==> src/rtl/pio_key_in.sv <==
// Avalon-MM input PIO: synchronised key/switch levels, per-bit edge capture, maskable level irq.
// Define PIO_KEY_IN_DEBOUNCE_EN to add a per-bit stable-time debouncer after the synchroniser.
module pio_key_in #(
    parameter int unsigned      WIDTH           = 4,
    parameter int unsigned      EDGE_TYPE       = 1,
    parameter logic [WIDTH-1:0] RESET_LEVEL     = '1,
    parameter int unsigned      DEBOUNCE_CYCLES = 50000
) (
    input  logic             clk,
    input  logic             reset,
    input  logic [1:0]       address,
    input  logic             chipselect,
    input  logic             write_n,
    input  logic [WIDTH-1:0] writedata,
    output logic [WIDTH-1:0] readdata,
    input  logic [WIDTH-1:0] in_port,
    output logic             irq
);

    logic [WIDTH-1:0] sync1_q, sync1_d;
    logic [WIDTH-1:0] sync2_q, sync2_d;
    logic [WIDTH-1:0] prev_q, prev_d;
    logic [WIDTH-1:0] edge_capture_q, edge_capture_d;
    logic [WIDTH-1:0] irq_mask_q, irq_mask_d;
    logic [WIDTH-1:0] stable;
    logic [WIDTH-1:0] rise, fall, edge_det;
    logic             wr_en;

`ifdef PIO_KEY_IN_DEBOUNCE_EN
    localparam int unsigned CNT_W = (DEBOUNCE_CYCLES > 1) ? $clog2(DEBOUNCE_CYCLES) : 1;

    logic [WIDTH-1:0]            stable_q, stable_d;
    logic [WIDTH-1:0][CNT_W-1:0] cnt_q, cnt_d;

    // Counter only runs while the synchronised pin disagrees with the reported level.
    always_comb begin
        stable_d = stable_q;
        cnt_d    = '0;
        for (int unsigned i = 0; i < WIDTH; i++) begin
            if (sync2_q[i] != stable_q[i]) begin
                if (cnt_q[i] == CNT_W'(DEBOUNCE_CYCLES - 1)) begin
                    stable_d[i] = ~stable_q[i];
                end else begin
                    cnt_d[i] = cnt_q[i] + CNT_W'(1);
                end
            end
        end
    end

    always_ff @(posedge clk) begin
        if (reset) begin
            stable_q <= RESET_LEVEL;
            cnt_q    <= '0;
        end else begin
            stable_q <= stable_d;
            cnt_q    <= cnt_d;
        end
    end

    assign stable = stable_q;
`else
    logic unused_debounce_cfg;
    assign unused_debounce_cfg = ^DEBOUNCE_CYCLES;
    assign stable              = sync2_q;
`endif

    always_comb begin
        wr_en   = chipselect && !write_n;
        sync1_d = in_port;
        sync2_d = sync1_q;
        prev_d  = stable;
        rise    = stable & ~prev_q;
        fall    = ~stable & prev_q;
        case (EDGE_TYPE)
            0:       edge_det = rise;
            1:       edge_det = fall;
            default: edge_det = rise | fall;
        endcase

        irq_mask_d = irq_mask_q;
        if (wr_en && address == 2'd2) begin
            irq_mask_d = writedata;
        end

        // Clear first, then OR in new edges so a coincident edge wins over the clear.
        edge_capture_d = edge_capture_q;
        if (wr_en && address == 2'd3) begin
            edge_capture_d = edge_capture_q & ~writedata;
        end
        edge_capture_d = edge_capture_d | edge_det;
    end

    always_ff @(posedge clk) begin
        if (reset) begin
            sync1_q        <= RESET_LEVEL;
            sync2_q        <= RESET_LEVEL;
            prev_q         <= RESET_LEVEL;
            edge_capture_q <= '0;
            irq_mask_q     <= '0;
        end else begin
            sync1_q        <= sync1_d;
            sync2_q        <= sync2_d;
            prev_q         <= prev_d;
            edge_capture_q <= edge_capture_d;
            irq_mask_q     <= irq_mask_d;
        end
    end

    always_comb begin
        case (address)
            2'd0:    readdata = stable;
            2'd1:    readdata = '0;
            2'd2:    readdata = irq_mask_q;
            default: readdata = edge_capture_q;
        endcase
    end

    assign irq = |(edge_capture_q & irq_mask_q);

endmodule

==> config.mk <==
export PLATFORM = sky130hd
export DESIGN_NAME = pio_key_in
export DESIGN_NICKNAME = d
export VERILOG_FILES = /design/src/rtl/pio_key_in.sv
export SDC_FILE = /design/constraint.sdc
export NUM_CORES = 1
export LEC_CHECK = 0
export CORE_AREA = 4 4 46 48
export CTS_CLUSTER_DIAMETER = 80
export DETAILED_ROUTE_END_ITERATION = 8
export DIE_AREA = 0 0 50 52
export PLACE_DENSITY = 0.9
export SLEW_MARGIN = 20
export SYNTH_ARGS = -nofsm -noshare
export SYNTH_HDL_FRONTEND = slang
export SYNTH_SLANG_ARGS = --single-unit
==> constraint.sdc <==
create_clock -name clk -period 2.83 [get_ports clk]
set_clock_uncertainty 0.2 [all_clocks]
set_input_delay 0.849 -clock clk [delete_from_list [all_inputs] [get_ports clk]]
set_output_delay 0.849 -clock clk [all_outputs]
set_load 0.1 [all_outputs]
# Word-level counts from Yosys, hierarchy flattened
# Cells that the tools add are included.
# W data, S select, Z words.
[op_classes]
n_eq_ne = 3
muxes = 2
bitwise = 6
n_reduce_logical = 6
[op_table]
columns = ["op", "n"]
rows = [
  ["$and A4 B4 Y4", 3],
  ["$pmux W4 S3", 1],
  ["$not A4 Y4", 2],
  ["$eq A2 B2 Y1 const B", 2],
  ["$mux W4", 1],
  ["$or A4 B4 Y4", 1],
  ["$reduce_or A4 Y1", 1],
  ["$logic_and A1 B1 Y1", 3],
  ["$eq A2 B1 Y1 const B", 1],
  ["$logic_not A2 Y1", 1],
  ["$logic_not A1 Y1", 1],
]
[word_totals]
register_bits = 20
in_bits = 14
output_inout_bits = 5
elab_cells = 22

# Depth between registers and ports, before layout
[logic_depth]
depth_word = 5
depth_mapped = 4
mapped_depth_nobuf = 2

# Worst setup path before layout
# OpenSTA, ideal clock, no wires.
[synth_path]
path_type = "input-to-output"
startpoint = "in address[0]"
endpoint = "out readdata[1]"
t_arrival_ns = 1.929
t_required_ns = 1.781
slack_ns = -0.148
stages = 3
path_buffers = 1
cell_sequence = "buf_6 -> nor2_1 -> a22o_1"
[synth_via]
elab_chain_len = 2
elab_cells_between_ends = 4
cone_classes = "eq/ne: 2; mux: 1; reduce/logical: 1"
[synth_rtl]
columns = ["item", "line_no", "source"]
rows = [
  ["start, declared", "11", "input logic [1:0] address,"],
  ["$eq A2 B2 Y1 (tied with other cells)", "110", "case (address)"],
  ["$pmux W4 S3 (*)", "110", ""],
  ["end, declared", "15", "output logic [WIDTH-1:0] readdata,"],
]
# Every way passes the cells marked *; elsewhere a longest branch is shown, timed or not.

# Final worst setup path
[layout_path]
startpoint = "in address[0]"
endpoint = "out readdata[0]"
# The elaborated chain is that of the path after synthesis.

==> results.yml <==
outcome:
  status: "completed"
logic_synthesis:
  synth_compound_area_frac: 0.09370
  synthCells: 79
  synth_largest_area_cell: "dfxtp_1"
  ys_warn_count: 0
  synth_xor_area_frac: 0
  syn_avg_cell_area_um2: 10.82
  ys_ff_latch: 20
  synthMuxAreaShare: 0.1040
  netlist.area_leader.share: 0.4685
  ys_types: 18
  synth_top_family_by_area: "simple AND/OR/NAND/NOR gates"
  yosys-top-cells-area: "dfxtp_1, nand2b_1, or2_2, or3b_1, mux2i_1"
  synthAdderAreaFrac: 0
  synth-simple-area-share: 0.2928
  syn_area_um2: 854.6
  synth_nets: 93
  yosysSeqAreaShare: 0.4685
routing:
  vias: 614
  topRoutingLayerUsed: "met4"
  wl_met1_um: 716
  route.met3.wl_um: 87
  ant_nets: 0
  drtIter0Drc: 4
  remaining_drc_errors: 0
  firstDrtPassIters: 2
  wl_per_cell_um: 12.58
  wl_met2_um: 739
  wl_um: 1547
  via_per_inst: 4.992
sta:
  whs_ns: 0.2180
  worst_pin_slew_ns: 0.2793
  setup_viol: 0
  maxSlewHeadroom: 0.8138
  clock.fmax_mhz: 358.4
  fin_crit_ns: 2.790
  hold_viol_final: 0
  post-route-period-util: 0.9860
  slew_violations: 0
  rsz0062_at_grt: "false"
finish:
  final_nets: 113
  layout_commonest_cell: "dfxtp_1"
  final_cell_mix: "dfxtp_1, or2_2, nand2b_1"
  regArea_um2: 400.4
  syn_to_final_growth_pct: 33.38
  multi_input_area_um2: 426.7
  nFillCells: 137
  drive_gt1_frac: 0.3571
  n_antenna_cell: 0
power_and_ir_drop:
  p_total_mw: 0.6594
  leakage_nw: 0.4379
  power-per-cell-area_mw_per_mm2: 578.5
  p_int_mw: 0.5001
  seq_power_share: 0.462
  comb_power_share: 0.191
  switching_share: 0.2416
  peakVddDrop_mv: 0.3309
  power_switching_mw: 0.1593
  clockPowerShare: 0.348
critical_path:
  worstPathRequired_ns: 1.78
  cp_top_family: "buffers and inverters"
  path_cells: "buf_4 > mux2_4 > a22o_2 > buf_12"
  crit_path_end_kind: "output port"
  arrival_ns: 1.74
  max_stage_delay_ns: 0.30
  crit_fanout: 7
  slowest_stage: "mux2_4"
  start_kind: "input port"
  crit_buf_inv: 2
  crit_type: "in -> out"
clock_tree:
  clockBufferDepth: 2
  root_buffer: "clkbuf_4"
  cts_sinks: 20
  clk_latency_ns: 0.30
  cts_hold_buffers: 0
  htree_levels: 1
  numCtsBuffers: 3
  cts_tree: "built"
  clk_transition_reported_paths_ns: 0.11
floorplan:
  die_w_um: 50
  die_h_um: 52
  row_count: 15
  io_pins: 19
  initial_utilization: 0.5004
  fp.coreArea_mm2: 0.001708
  die_area_mm2: 0.002600
placed_design:
  portBuffers: 18
  dp_hpwl_um: 1125
  gp_congestion: 0.7028
grt:
  grt_max_degree: 33
  grt_pass1_wl_um: 2573
  antenna_found_initial: 0
  first_global_vias: 603
  grt_usage: 0.1297
  overflow: 0
worst_hold_path:
  min_path_type: "reg -> reg"
job:
  cap_violations: 0
-- cell usage after synthesis, drive strengths merged --
library cell  count
a22o              4
or3b              8
mux2              4
nand2b           12
and4b             1
o211ai            4
a22oi             2
dfxtp            20
buf               3
and4bb            1
mux2i             4
nand2             1
nor2              1
or2              12
clkbuf            2
-- power by group through the flow --
stage | Sequential (mW) | Clock, mW | Combinational, mW
final | 0.305 | 0.229 | 0.126
after floorplan | 0.309 | 0 | 0.0798
after global routing | 0.307 | 0.249 | 0.132
after detailed placement | 0.311 | 0 | 0.126
after CTS | 0.305 | 0.236 | 0.126
after global placement | 0.311 | 0 | 0.124
-- timing repair --
item | 4_1_cts | 5_1_grt
buffers inserted | 0 | 0
resized for setup | 8 | 0
endpoints found under the setup margin | 4 | 0
-- flip-flops by register name, summed over array words and instances (netlist names) --
register        cells
prev_q              4
irq_mask_q          4
prev_d              4
sync1_q             4
edge_capture_q      4
-- per-stage QoR --
| step | setup slack [ns] | std cells | util | TNS [ns] | area (um^2) |
|---|---|---|---|---|---|
| 6_report | 0.03954 | 123 | 0.6674 | 0 | 1140 |
| 5_1_grt | 0.01969 | 123 | 0.6674 | 0 | 1140 |
| 4_1_cts | 0.03857 | 123 | 0.6674 | 0 | 1140 |
| 3_5_place_dp | -0.4880 | 119 | 0.6374 | -1.926 | 1089 |
| 3_3_place_gp | -0.4554 | 119 | 0.6374 | -1.814 | 1089 |
| 2_1_floorplan | 0.08491 | 79 | - | 0 | 859.6 |
-- area by class of cell --
type	count	share of cell area
clock inverter	1	0.02634
clock buffer	3	0.01976
sequential	20	0.3513
tap	25	0.02744
multi-input combinational	54	0.3743
timing repair buffer	20	0.2009
-- final timing paths --
path | slack (ns) | startpoint | end | cells past startpoint
worst max-delay path | 0.04 | address[0] | readdata[0] | 4
worst min-delay path | 0.22 | sync1_q[2] | prev_d[2] | 1
worst max register to register | 1.63 | edge_capture_q[0] | edge_capture_q[0] | 2
worst min register to register | 0.22 | sync1_q[2] | prev_d[2] | 1
-- per-layer routing --
layer / GRT usage / up-vias
li1: - / 312
met1: 0.1484 / 285
met2: 0.2261 / 15
met3: 0.06017 / 2
met4: 0.01382 / 0
met5: 0 / -
-- kinds of logic (layout without fill, tap and decap cells) --
kind of cell / count (synthesis) / after routing
multiplexers: 8 / 8
AND/OR/NAND/NOR: 36 / 36
AO/OA/AOI/OAI: 10 / 10
buffers and inverters: 5 / 24
flip-flops: 20 / 20
(Power assumes the default switching activity.)
